--- src/rtl/multich_decimator.sv ---
// multich_decimator
//   Decimates CHANNELS parallel signed sample streams by SAMPLE_RATE and
//   presents one packed result word per frame on a valid/ready interface.
//   Runtime modes: pick (first sample of frame), sum, mean (floor of sum/N).
//
// Ports:
//   clk, rst      clock, asynchronous active-high reset
//   ena           block enable; low freezes frame progress
//   flush         discard the partial frame (phase and accumulators cleared)
//   mode          0=pick, 1=sum, 2=mean, 3=sum; latched at frame start
//   in_valid      data_in holds a sample set
//   data_in       packed signed samples, channel 0 in the LSBs
//   out_valid     dout holds an unconsumed result
//   out_ready     downstream accepts
//   dout          packed signed results, channel 0 in the LSBs
//   overrun       sticky: a completed frame was dropped under backpressure
//   clr_ovr       clear overrun (a coincident drop wins)
//   phase         current frame position (debug)
module multich_decimator #(
    parameter int DATA_WIDTH  = 14,
    parameter int SAMPLE_RATE = 4,
    parameter int CHANNELS    = 2,
    parameter int OUT_WIDTH   = DATA_WIDTH + SAMPLE_RATE
) (
    input  logic                              clk,
    input  logic                              rst,
    input  logic                              ena,
    input  logic                              flush,
    input  logic [1:0]                        mode,
    input  logic                              in_valid,
    input  logic [CHANNELS*DATA_WIDTH-1:0]    data_in,
    output logic                              out_valid,
    input  logic                              out_ready,
    output logic [CHANNELS*OUT_WIDTH-1:0]     dout,
    output logic                              overrun,
    input  logic                              clr_ovr,
    output logic [$clog2(SAMPLE_RATE)-1:0]    phase
);

    localparam int PW = $clog2(SAMPLE_RATE);
    localparam logic [PW-1:0] LAST_PHASE = PW'(SAMPLE_RATE - 1);

    typedef enum logic [1:0] {
        MODE_PICK = 2'd0,
        MODE_SUM  = 2'd1,
        MODE_MEAN = 2'd2,
        MODE_RSVD = 2'd3
    } mode_t;

    function automatic logic signed [OUT_WIDTH-1:0] sext(input logic signed [DATA_WIDTH-1:0] x);
        return {{(OUT_WIDTH-DATA_WIDTH){x[DATA_WIDTH-1]}}, x};
    endfunction

    // Arithmetic shift: rounds toward minus infinity.
    function automatic logic signed [OUT_WIDTH-1:0] mean_of(input logic signed [OUT_WIDTH-1:0] s);
        return s >>> PW;
    endfunction

    mode_t                        mode_p0;
    logic signed [OUT_WIDTH-1:0]  acc_p0   [CHANNELS];
    logic signed [DATA_WIDTH-1:0] first_p0 [CHANNELS];
    logic signed [DATA_WIDTH-1:0] samp_raw [CHANNELS];
    logic signed [OUT_WIDTH-1:0]  samp     [CHANNELS];
    logic signed [OUT_WIDTH-1:0]  sum_nx   [CHANNELS];
    logic signed [OUT_WIDTH-1:0]  res      [CHANNELS];

    logic accept, last, load, drop;

    assign accept = in_valid & ena & ~flush;
    assign last   = accept && (phase == LAST_PHASE);
    // A completing frame loads unless an unconsumed word is being held.
    assign load   = last && (!out_valid || out_ready);
    assign drop   = last && out_valid && !out_ready;

    always_comb begin
        for (int c = 0; c < CHANNELS; c++) begin
            samp_raw[c] = data_in[c*DATA_WIDTH +: DATA_WIDTH];
            samp[c]     = sext(samp_raw[c]);
            sum_nx[c]   = acc_p0[c] + samp[c];
            case (mode_p0)
                MODE_PICK: res[c] = sext(first_p0[c]);
                MODE_MEAN: res[c] = mean_of(sum_nx[c]);
                default:   res[c] = sum_nx[c];
            endcase
        end
    end

    // Stage p0: frame accumulation
    always_ff @(posedge clk or posedge rst) begin
        if (rst) begin
            phase   <= '0;
            mode_p0 <= MODE_PICK;
            for (int c = 0; c < CHANNELS; c++) begin
                acc_p0[c]   <= '0;
                first_p0[c] <= '0;
            end
        end else if (flush) begin
            phase <= '0;
            for (int c = 0; c < CHANNELS; c++) begin
                acc_p0[c]   <= '0;
                first_p0[c] <= '0;
            end
        end else if (accept) begin
            phase <= phase + 1'b1;
            if (phase == '0) begin
                mode_p0 <= mode_t'(mode);
                for (int c = 0; c < CHANNELS; c++) begin
                    acc_p0[c]   <= samp[c];
                    first_p0[c] <= samp_raw[c];
                end
            end else begin
                for (int c = 0; c < CHANNELS; c++)
                    acc_p0[c] <= sum_nx[c];
            end
        end
    end

    // Stage p1: output register and handshake
    always_ff @(posedge clk or posedge rst) begin
        if (rst) begin
            out_valid <= 1'b0;
            dout      <= '0;
            overrun   <= 1'b0;
        end else begin
            if (load) begin
                out_valid <= 1'b1;
                for (int c = 0; c < CHANNELS; c++)
                    dout[c*OUT_WIDTH +: OUT_WIDTH] <= res[c];
            end else if (out_valid && out_ready) begin
                out_valid <= 1'b0;
            end

            if (drop)
                overrun <= 1'b1;
            else if (clr_ovr)
                overrun <= 1'b0;
        end
    end

endmodule

--- config.mk ---
export PLATFORM = sky130hd
export DESIGN_NAME = multich_decimator
export DESIGN_NICKNAME = d
export VERILOG_FILES = /design/src/rtl/multich_decimator.sv
export SDC_FILE = /design/constraint.sdc
export NUM_CORES = 1
export LEC_CHECK = 0
export ABC_AREA = 1
export CORE_ASPECT_RATIO = 1.75
export CORE_MARGIN = 5
export CORE_UTILIZATION = 50
export CTS_CLUSTER_DIAMETER = 150
export DETAILED_ROUTE_END_ITERATION = 8
export DONT_BUFFER_PORTS = 1
export HOLD_SLACK_MARGIN = 0.02
export SETUP_SLACK_MARGIN = 0.4
export SLEW_MARGIN = 40
export SYNTH_ARGS = -nofsm -noshare
export SYNTH_HDL_FRONTEND = slang
export SYNTH_SLANG_ARGS = --single-unit
--- constraint.sdc ---
create_clock -name clk -period 4.29 [get_ports clk]
set_input_delay 0.6435 -clock clk [delete_from_list [all_inputs] [get_ports clk]]
set_output_delay 0.6435 -clock clk [all_outputs]
set_load 0.05 [all_outputs]
==> out/metrics.yaml <==
status:
  status: "completed"
sta:
  maxSlewViolCount: 0
  worstMarginPinSlew_ns: 0.663
  period_needed_ns: 2.59
  fin_skew_ns: 0.00710
  hold_violations: 0
  rsz0062_at_grt: "no"
  fin_setup_tns_ns: 0
  slew_headroom: 0.558
  fmax_mhz: 386
  layout_setup_ws_ns: 1.70
  setup_viol: 0
  fin_crit_sh: 0.604
hold_path:
  hold_path.class: "input pin to async pin"
worst_setup_path:
  slowest_delay_ns: 0.64
  endpoint_kind: "flip-flop"
  crit_path_top_delay_cell: "dfrtp_1"
  arrival_ns: 2.83
  crit_path_start_kind: "flip-flop"
  crit_type: "flip-flop to flip-flop"
  path_max_fanout: 40
  crit_path_frequent_cell: "inv_1"
  cp_data_required_time_ns: 4.53
  worst-path-buf-inv: 4
  crit_chain: "inv_1 > nor2_1 > inv_1 > nand2_2 > inv_2 > or2_2 > nand2_1 > inv_1"
  cp_top_family: "simple AND/OR/NAND/NOR gates"
global_route:
  antenna_found_initial: 0
  grt_max_degree: 49
  gr-usage-all-layers: 0.252
  grt_pass1_wl_mm: 32.3
  grt_pass1_vias: 6210
  grt_overflow: 0
power_and_ir_drop:
  power_density_mw_per_mm2: 363
  peakVddDrop_uv: 214
  total_power_mw: 2.66
  p_leak_nw: 4.01
route:
  route.detailed.drc: 0
  wl_per_cell_um: 18.0
  antenna_left: 0
  vias_per_cell: 5.58
  drt-initial-drc-count: 279
  routed_wl_mm: 19.9
  vias: 6192
  drtPass1Iterations: 5
final_layout:
  nets: 1007
  final_cells: 1110
  area_growth_pct: 6.34
  drive_gt1_frac: 0.122
  antenna-diode-count: 0
  final_cell_area_mm2: 0.00734
place:
  dp_hpwl_mm: 15.0
  pre_cts_ws_ns: 1.50
  port_buffers: 0
  post_dp_cell_area_mm2: 0.00707
  place.gp.congestion: 0.952
  dpl.cell_count: 1095
synthesis:
  synth_cell_type_count: 44
  netlist_area_mm2: 0.00690
  synthXorXnorAreaFrac: 0.0199
  ys_seq_area_frac: 0.384
  yosysWarnings: 0
  synth_edf_count: 0
  yosys-top-cells-area: "dfrtp_1 (38%), nand2_1 (15%), nand3_1 (9.4%)"
  synth-simple-area-share: 0.360
  syn_inst: 940
  synth.area.mux_share: 0
  ys.flop_type: "dfrtp_1"
  synthAdderAreaFrac: 0.0711
  synthArstFlopShare: 1.00
  synth.avg_cell_area_um2: 7.34
  synth_top_family_by_area: "simple AND/OR/NAND/NOR gates"
  syn_nets: 1015
  yosys.area.top_type: "dfrtp_1"
  synth_top_area_frac: 0.384
  synth_compound_area_frac: 0.0901
  yosys_register_bits: 106
clock_network:
  cts_buffer_depth: 2
  clk_pin_slew_ns: 0.07
  cts_buffers: 9
  cts_hold_buf: 0
  cts_resized: 0
  post_cts.repair.setup_buffers: 0
  cts_tree: "built"
  clk_latency_ns: 0.34
  ctsHtreeMaxLevel: 3
  root_buffer: "clkbuf_16"
  clock_sinks: 106
die:
  die_area_mm2: 0.0163
  die_y_um: 165
  coreArea_mm2: 0.0135
  start_util: 0.513
  num_rows: 56
  ios: 77
  die_w_um: 98.8
run:
  cap_violations: 0
==> metrics by stage <==
step                      hold WS, ns  utilization
after CTS                       0.168        0.546
after global placement          0.483        0.525
after floorplan                 0.465            -
after global routing            0.184        0.546
after detailed placement        0.486        0.526
final                           0.167        0.546
==> cell families (layout without fill, tap and decap cells) <==
| logic type | count (synthesis) | in the layout |
|---|---|---|
| compound gates | 104 | 104 |
| fa+ha+maj | 38 | 38 |
| xor+xnor | 14 | 14 |
| buf+inv | 130 | 126 |
| simple gates | 548 | 548 |
| flops | 106 | 106 |
==> sequential cells by signal, summed over array words and instances (netlist names) <==
signal     count
out_valid      1
first_p0      28
acc_p0        36
dout          36
overrun        1
mode_p0        2
phase          2
==> area by class of cell <==
cell class	instances	area [µm²]
fill	1338	6110
multi-input combinational	704	3740
sequential	106	2650
inverter	101	382
clock buffer	10	229
tap	174	218
timing repair buffer	10	75.1
clock inverter	5	40.0
==> final timing paths <==
kind                                  from    endpoint  slack [ns]  cells past startpoint
worst min-delay path                   rst  acc_p0[20]        0.17                      1
max in group asynchronous              rst  acc_p0[14]        3.15                      2
worst min register to register  acc_p0[15]  acc_p0[15]        0.50                      2
worst max register to register   out_valid    dout[15]        1.70                      8
min in group clk                   clr_ovr     overrun        0.40                      1
worst max-delay path             out_valid    dout[15]        1.70                      8
==> synth_stat cells (2+ instances only) <==
cell type,number
a22oi_1,3
a21oi_1,51
nand2_1,279
buf_2,16
ha_1,36
nand2_2,25
nor3_1,4
o21ai_1,5
nor2_2,8
buf_1,2
clkbuf_1,9
o21ai_0,11
a31oi_1,8
o221ai_1,2
nand3b_1,7
buf_4,2
or2_2,12
xor2_1,8
a21oi_2,4
nor2_4,2
o21ai_2,2
inv_2,10
and2_1,3
nand3_2,8
nor2_1,62
dfrtp_1,106
a41oi_1,2
o211ai_1,5
fa_1,2
o21bai_1,2
a31o_2,6
xnor2_1,4
nand2_4,2
nor3_2,3
nand3_1,129
inv_1,90
xor2_2,2
or2_1,2
==> cells in the final DEF (no fill, tap or decap), types with 3 or more instances in the layout <==
cell,netlist,layout
o21ai_0,11,11
buf_4,2,10
ha_1,36,36
nand2_1,279,278
nand2_2,25,26
a31oi_1,8,8
clkbuf_16,0,9
xor2_1,8,8
nor3_1,4,4
nor3_2,3,3
o211ai_1,5,5
o21ai_1,5,5
xnor2_1,4,4
nand3b_1,7,7
inv_2,10,10
nand3_2,8,8
a21oi_1,51,51
clkinvlp_4,0,3
or2_2,12,12
nor2_2,8,11
dfrtp_1,106,106
nand3_1,129,129
a22oi_1,3,3
nor2_1,62,59
a21oi_2,4,4
and2_1,3,3
inv_1,90,89
a31o_2,6,6
==> power by group <==
part           switching, mW  total (mW)  internal (mW)
clock network          0.369       0.763          0.394
registers              0.166        1.24           1.07
logic                  0.457       0.664          0.207
total                  0.991        2.66           1.67
==> routing by layer <==
layer / vias up / wire length [µm] / global-route usage
met1: 2936 / 7540 / 0.289
li1: 3038 / - / -
met4: 0 / 596 / 0.0914
met2: 177 / 10600 / 0.465
met3: 41 / 1230 / 0.0437
met5: - / 0 / 0
Power figures use the tool's default switching activity.
